--- config.mk ---
export PLATFORM = sky130hd
export DESIGN_NAME = cdc_dst_fsm
export DESIGN_NICKNAME = d
export VERILOG_FILES = /design/src/rtl/cdc_dst_fsm.sv
export SDC_FILE = /design/constraint.sdc
export NUM_CORES = 1
export LEC_CHECK = 0
export ABC_AREA = 1
export CAP_MARGIN = 20
export CORE_MARGIN = 3
export CORE_UTILIZATION = 40
export CTS_CLUSTER_DIAMETER = 80
export CTS_CLUSTER_SIZE = 30
export DETAILED_ROUTE_END_ITERATION = 10
export PLACE_DENSITY = 0.84
export REMOVE_ABC_BUFFERS = 1
export SLEW_MARGIN = 20
export SYNTH_ARGS = -nofsm -noshare
export SYNTH_HDL_FRONTEND = slang
export SYNTH_SLANG_ARGS = --single-unit
export TNS_END_PERCENT = 30
--- constraint.sdc ---
create_clock -name clk_i -period 1.65 [get_ports clk_i]
set_input_delay 0.165 -clock clk_i [delete_from_list [all_inputs] [get_ports clk_i]]
set_output_delay 0.165 -clock clk_i [all_outputs]
set_load 0.05 [all_outputs]
--- src/rtl/cdc_dst_fsm.sv ---
// -----------------------------------------------------------------------------
// cdc_dst_fsm
//
// Receiving half of a two-phase (toggle) request/acknowledge clock-domain
// crossing. Each toggle of async_req_i announces a new word on async_data_i.
// The word is presented locally on a valid/ready interface. Once the local
// consumer accepts it, async_ack_o is toggled back to the source.
//
// Ports:
//   clk_i        destination-domain clock
//   rst_ni       asynchronous active-low reset
//   async_req_i  two-phase request from the source domain
//   async_data_i source word, held stable while a request is outstanding
//   async_ack_o  two-phase acknowledge to the source domain (registered)
//   data_o       received word
//   valid_o      data_o holds an unconsumed word
//   ready_i      local consumer accepts data_o
// -----------------------------------------------------------------------------
module cdc_dst_fsm #(
  parameter int unsigned DATA_WIDTH  = 32,
  parameter int unsigned SYNC_STAGES = 2   // legal range 2..4
) (
  input  logic                  clk_i,
  input  logic                  rst_ni,
  input  logic                  async_req_i,
  input  logic [DATA_WIDTH-1:0] async_data_i,
  output logic                  async_ack_o,
  output logic [DATA_WIDTH-1:0] data_o,
  output logic                  valid_o,
  input  logic                  ready_i
);

  typedef enum logic {
    WAIT_REQ   = 1'b0,
    WAIT_GRANT = 1'b1
  } state_e;

  state_e                 state_q;
  logic [SYNC_STAGES-1:0] sync_q;
  logic                   req_sync;
  logic                   pending;

  // Plain flop chain; this is the only logic that sees async_req_i.
  always_ff @(posedge clk_i or negedge rst_ni) begin
    if (!rst_ni) begin
      sync_q <= '0;
    end else begin
      sync_q <= {sync_q[SYNC_STAGES-2:0], async_req_i};
    end
  end

  assign req_sync = sync_q[SYNC_STAGES-1];

  // Level compare rather than an edge pulse: a request stays pending until
  // it is acknowledged, however long the consumer stalls.
  assign pending = (req_sync != async_ack_o);

  // async_data_i is captured without synchronization: by the time the
  // request has crossed the chain the source has held it for SYNC_STAGES
  // cycles.
  always_ff @(posedge clk_i or negedge rst_ni) begin
    if (!rst_ni) begin
      state_q     <= WAIT_REQ;
      async_ack_o <= 1'b0;
      valid_o     <= 1'b0;
      data_o      <= '0;
    end else begin
      case (state_q)
        WAIT_REQ: begin
          if (pending) begin
            data_o  <= async_data_i;
            valid_o <= 1'b1;
            state_q <= WAIT_GRANT;
          end
        end
        WAIT_GRANT: begin
          if (valid_o && ready_i) begin
            valid_o     <= 1'b0;
            async_ack_o <= ~async_ack_o;
            state_q     <= WAIT_REQ;
          end
        end
        default: begin
          state_q <= WAIT_REQ;
        end
      endcase
    end
  end

endmodule

==> results.yml, run 1 <==
worst_setup_path:
  critPathMaxStageDelay_ps: 800
  worstPathCellList: "clkdlybuf4s50_1"
  r2r_setup_slack_ps: 320
  worstPathArrival_ps: 1430
  path_class: "reg2out"
  crit_buf_inv: 1
  cp_slowest_cell: "clkdlybuf4s50_1"
  path_delay_family: "buffers and inverters"
  crit_path_start_kind: "flip-flop"
  worstPathMaxFanout: 2
  crit_path_end_kind: "output port"
  required_ps: 1480
cts:
  clkSinkCount: 37
  clock_path_buffers: 2
  clk_latency_ps: 280
  cts.clk_slew.worst_paths_ps: 70
  h-tree-depth: 2
  cts_tree: "done"
  cts-root-buf: "clkbuf_8"
  numCtsBuffers: 5
grt:
  grt_pass1_vias: 1259
  grt_pass1_wl_um: 5850
  grtUsageTotal_pct: 17.5
  antenna_found_initial: 0
  grt_use_met3_pct: 4.66
  grt_max_degree: 35
  use_met1_pct: 21.2
  grt.overflow.total: 0
  busiest_layer: "met2"
  use_met2_pct: 29.8
yosys:
  synth_compound_area_share_pct: 0
  ys_seq_area_share_pct: 60.7
  syn_inst: 158
  synth-seq-cells: 37
  synth_xor_area_share_pct: 0.574
  synthAdderAreaFrac_pct: 0
  synth_cell_types: 13
  synth_top_family_by_area: "simple AND/OR/NAND/NOR gates"
  synthMuxAreaShare_pct: 0
  synth-simple-area-share_pct: 32.7
  syn_avg_cell_area_um2: 9.66
  syn_area_um2: 1530
  yosysWarnings: 0
sta:
  tightestPinTransition_ps: 503
  skew_ps: 8.33
  fin_crit_sh_pct: 96.9
  drv_slew: 0
  hold_violations: 0
  fmax_mhz: 625
  relSlewSlack_pct: 66.4
  period_minus_slack_ps: 1600
  finalSetupViolCount: 0
  rsz0062_at_grt: "no"
  tns_ps: 0
drt:
  drc_errors: 0
  num_vias: 1361
  ant_nets: 0
  avgRoutedWirePerCell_um: 13.5
  vias_per_cell: 4.97
  firstDrtPassIters: 4
  drt-initial-drc-count: 56
  wl_um: 3700
power:
  leakage_uw: 0.00117
  irDropWorstVdd_v: 0.00127
  power.density_nw_per_um2: 2400
  power_uw: 5500
place:
  hpwlAfterDp_um: 2680
  gp_routability_congestion: 0.752
  portBuffers: 69
floorplan:
  core_area_um2: 3490
  io_pins: 70
  fp-row-count: 21
  chipHeight_um: 67.8
  dieArea_um2: 4590
  initial_core_util_pct: 43.7
  dieWidth_um: 67.8
layout:
  nNetsFinal: 264
  diodes: 0
  fin_util_pct: 65.4
  final_cell_mix: "nand2_1, clkdlybuf4s50_1, dfrtp_1, nand4_1, buf_4"
  final_common_cell: "nand2_1"
  drive_gt1_share_pct: 15.4
  syn_to_final_growth_pct: 49.8
run_status:
  status: "finished, final reports clean"
worst_hold_path:
  hp-class: "in2reg"
run:
  maxCapViolCount: 0
stage by stage:
stage / hold WS (ps) / area, µm² / cells / setup slack, ps
after floorplan: -131 / 1450 / 146 / 32.8
after global placement: 114 / 2180 / 266 / 351
after detailed placement: 119 / 2180 / 266 / 324
after CTS: 316 / 2280 / 274 / 14.7
after global routing: 326 / 2290 / 274 / 5.69
final: 324 / 2290 / 274 / 51.0
synth_stat cells:
master	number	area, µm²
dfrtp_1	37	926
inv_2	2	7.51
buf_4	1	7.51
nand2_1	69	259
nand3_4	1	17.5
buf_2	8	40.0
nand4_1	32	200
nand2_2	1	6.26
buf_6	3	33.8
inv_1	1	3.75
nand2_4	1	11.3
nand3_1	1	5.00
xor2_1	1	8.76
registers in the layout (all words and copies together), names as in the netlist:
name	count
data_o	32
async_ack_o	1
sync_q	2
state_q	1
valid_o	1
kinds of logic after synthesis:
| group | Yosys count |
|---|---|
| flip-flops | 37 |
| XOR/XNOR | 1 |
| AND/OR/NAND/NOR | 105 |
| buffers and inverters | 15 |
report_power, final:
part	leakage [µW]	internal, µW	total, µW	switching (µW)
clock	0.0000443	331	618	287
combinational	0.000679	982	3300	2320
sequential	0.000450	1340	1580	240
total	0.00117	2650	5500	2840
routing by layer:
layer  part of all wire (%)  vias to the layer above  wire, µm
met2                     51                       44      1900
met4                   0.97                        0        36
met1                     41                      642      1510
met5                      0                        -         0
li1                       -                      671         -
met3                    6.8                        4       252
timing repair:
item | CTS | global route
resized for setup | 0 | 4
hold buffers | 1 | 0
endpoints found under the setup margin | 0 | 4
buffers inserted | 0 | 0
endpoints found under the hold margin | 17 | 0
layout make-up:
cell class | instances | area, µm²
Clock buffer | 7 | 86.3
Fill cell | 309 | 1210
Inverter | 3 | 11.3
Multi-Input combinational cell | 106 | 508
Sequential cell | 37 | 926
Tap cell | 46 | 57.6
Timing Repair Buffer | 75 | 698
worst paths after layout:
| kind | from | to | depth (start not counted) |
|---|---|---|---|
| max | data_o[15] | data_o[15] | 1 |
| max reg2reg | state_q | data_o[16] | 4 |
| min reg2reg | sync_q[0] | sync_q[1] | 0 |
| min in group asynchronous | rst_ni | data_o[20] | 2 |
| max in group asynchronous | rst_ni | data_o[7] | 3 |
| min | async_req_i | sync_q[0] | 1 |
No activity file was read; power rests on OpenSTA's default activity.
==> inputs of run 2 (changes only) <==
--- a/config.mk
+++ b/config.mk
@@ -6,12 +6,14 @@
 export NUM_CORES = 1
 export LEC_CHECK = 0
 export ABC_AREA = 1
+export ABC_CLOCK_PERIOD_IN_PS = 1650
 export CAP_MARGIN = 20
 export CORE_MARGIN = 3
 export CORE_UTILIZATION = 40
 export CTS_CLUSTER_DIAMETER = 80
 export CTS_CLUSTER_SIZE = 30
 export DETAILED_ROUTE_END_ITERATION = 10
+export GPL_ROUTABILITY_DRIVEN = 0
 export PLACE_DENSITY = 0.84
 export REMOVE_ABC_BUFFERS = 1
 export SLEW_MARGIN = 20
==> results of run 2 <==
Final layout, timing and power as in run 1 (identical DEF).
==> inputs of run 3 (changes only) <==
--- a/config.mk
+++ b/config.mk
@@ -9,12 +9,12 @@
 export ABC_CLOCK_PERIOD_IN_PS = 1650
 export CAP_MARGIN = 20
 export CORE_MARGIN = 3
-export CORE_UTILIZATION = 40
+export CORE_UTILIZATION = 44
 export CTS_CLUSTER_DIAMETER = 80
 export CTS_CLUSTER_SIZE = 30
 export DETAILED_ROUTE_END_ITERATION = 10
 export GPL_ROUTABILITY_DRIVEN = 0
-export PLACE_DENSITY = 0.84
+export PLACE_DENSITY = 0.9
 export REMOVE_ABC_BUFFERS = 1
 export SLEW_MARGIN = 20
 export SYNTH_ARGS = -nofsm -noshare
==> run 3 against run 2 <==
  * Maximum frequency up 12%
  * Largest cell class unchanged
  * Flip-flop and latch count is the same
  * Clock power increased by 6.6%
  * Core utilization increased by 5.5 points
  * Combinational power down 3%
  * Critical path type unchanged
  * Clock skew is 0.73 ps lower
  * Via count up 4.8%
==> results.yml, run 3 (same netlist as run 1, synthesis figures left out) <==
drt:
  wl_um: 3880
  drc_errors: 0
  ant_nets: 0
  vias_per_cell: 5.22
  num_vias: 1426
  firstDrtPassIters: 5
  drt-initial-drc-count: 200
  avgRoutedWirePerCell_um: 14.2
worst_setup_path:
  crit_path_start_kind: "flip-flop"
  r2r_start: "state_q"
  path_class: "reg2out"
  worstPathCellList: "dlygate4sd2_1"
  path_depth: 1
  worstPathMaxFanout: 2
  path_delay_family: "buffers and inverters"
  crit_buf_inv: 1
  required_ps: 1480
  ff2ff_path_depth: 4
  worstPathArrival_ps: 1260
  r2r_setup_slack_ps: 280
  cp_slowest_cell: "dlygate4sd2_1"
  critPathMaxStageDelay_ps: 550
  crit_path_end_kind: "output port"
  worstReg2RegEnd: "data_o[25]"
floorplan:
  dieArea_um2: 4210
  chipHeight_um: 64.9
  core_area_um2: 3180
  io_pins: 70
  initial_core_util_pct: 48.0
  dieWidth_um: 64.9
  fp-row-count: 20
layout:
  drive_gt1_share_pct: 15.3
  diodes: 0
  final_cell_mix: "nand2_1, dfrtp_1, clkdlybuf4s50_1, nand4_1, buf_4"
  fill_cells: 263
  largestRegisters: "data_o: 32 flops, sync_q: 2 flops"
  syn_to_final_growth_pct: 47.7
  final_common_cell: "nand2_1"
  largest_reg_flops: 32
  nNetsFinal: 264
  largest-register: "data_o"
cts:
  numCtsBuffers: 5
  cts.clk_slew.worst_paths_ps: 110
  cts_tree: "done"
  clkSinkCount: 37
  h-tree-depth: 2
  clk_latency_ps: 340
  cts-root-buf: "clkbuf_4"
  clock_path_buffers: 2
place:
  pre_cts_ws_ps: 292
  hpwlAfterDp_um: 2690
  portBuffers: 69
sta:
  relSlewSlack_pct: 66.3
  rsz0062_at_grt: "no"
  skew_ps: 7.60
  tightestPinTransition_ps: 507
  final.setup.worst_slack_ps: 228
  period_minus_slack_ps: 1420
  drv_slew: 0
  fin_crit_sh_pct: 86.2
  tns_ps: 0
  hold_violations: 0
  finalSetupViolCount: 0
  fmax_mhz: 703
power:
  leakage_uw: 0.00116
  power.density_nw_per_um2: 2410
  irDropWorstVdd_v: 0.00112
run:
  maxCapViolCount: 0
run_status:
  status: "finished, final reports clean"
grt:
  grt_pass1_vias: 1318
  antenna_found_initial: 0
  grt_pass1_wl_um: 6450
  grt.overflow.total: 0
  grt_max_degree: 35
  grtUsageTotal_pct: 20.2
worst_hold_path:
  hp-class: "in2async"
run 3: cell type report:
class	count	area (µm²)	share of cell area [%]
flip-flops and latches	37	926	41.1
clock inverters	1	30.0	1.33
inverters	3	11.3	0.499
well taps	44	55.1	2.44
multi-input cells	106	508	22.5
clock buffers	7	55.1	2.44
repair buffers	75	669	29.7
run 3: worst register-to-register path: stages, from the launching register on:
cell     delay, ps
dfrtp_1        420
inv_2          240
nand3_4        360
nand2_1        190
nand2_1         60
run 3: worst max-delay path by stage:
stage | start | endpoint | slack [ps]
3_5_place_dp | async_ack_o | data_o[15] | 290
6_report | data_o[21] | data_o[21] | 230
4_1_cts | data_o[21] | data_o[21] | 210
2_1_floorplan | async_ack_o | state_q | 30
3_3_place_gp | data_o[27] | data_o[27] | 350
5_1_grt | async_ack_o | data_o[2] | 150
run 3: repair_timing:
item,in CTS,in global routing
hold endpoints to repair,17,0
resized for setup,17,0
hold buffers,1,0
endpoints found under the setup margin,17,0
buffers inserted,0,0
run 3: stage by stage:
step	total power, µW	utilization, %	hold WS (ps)	cell area [µm²]	std cells
2_1_floorplan	3780	-	-131	1450	146
3_3_place_gp	4860	68.6	111	2180	264
3_5_place_dp	4940	68.6	118	2180	264
4_1_cts	5450	70.9	272	2250	273
5_1_grt	5720	70.9	286	2250	273
6_report	5420	70.9	280	2250	273
run 3: report_power, final:
| group | switching (µW) | total, µW | leakage [µW] | internal [µW] |
|---|---|---|---|---|
| clock | 298 | 659 | 0.0000455 | 362 |
| sequential | 237 | 1570 | 0.000450 | 1340 |
| combinational | 2340 | 3190 | 0.000669 | 848 |
run 3: metal layers:
layer	GRT usage, %	up-vias	share of wire [%]
li1	-	672	-
met4	8.71	0	1.5
met1	25.5	671	41
met2	33.3	76	49
met5	0	-	0
met3	4.16	7	7.7
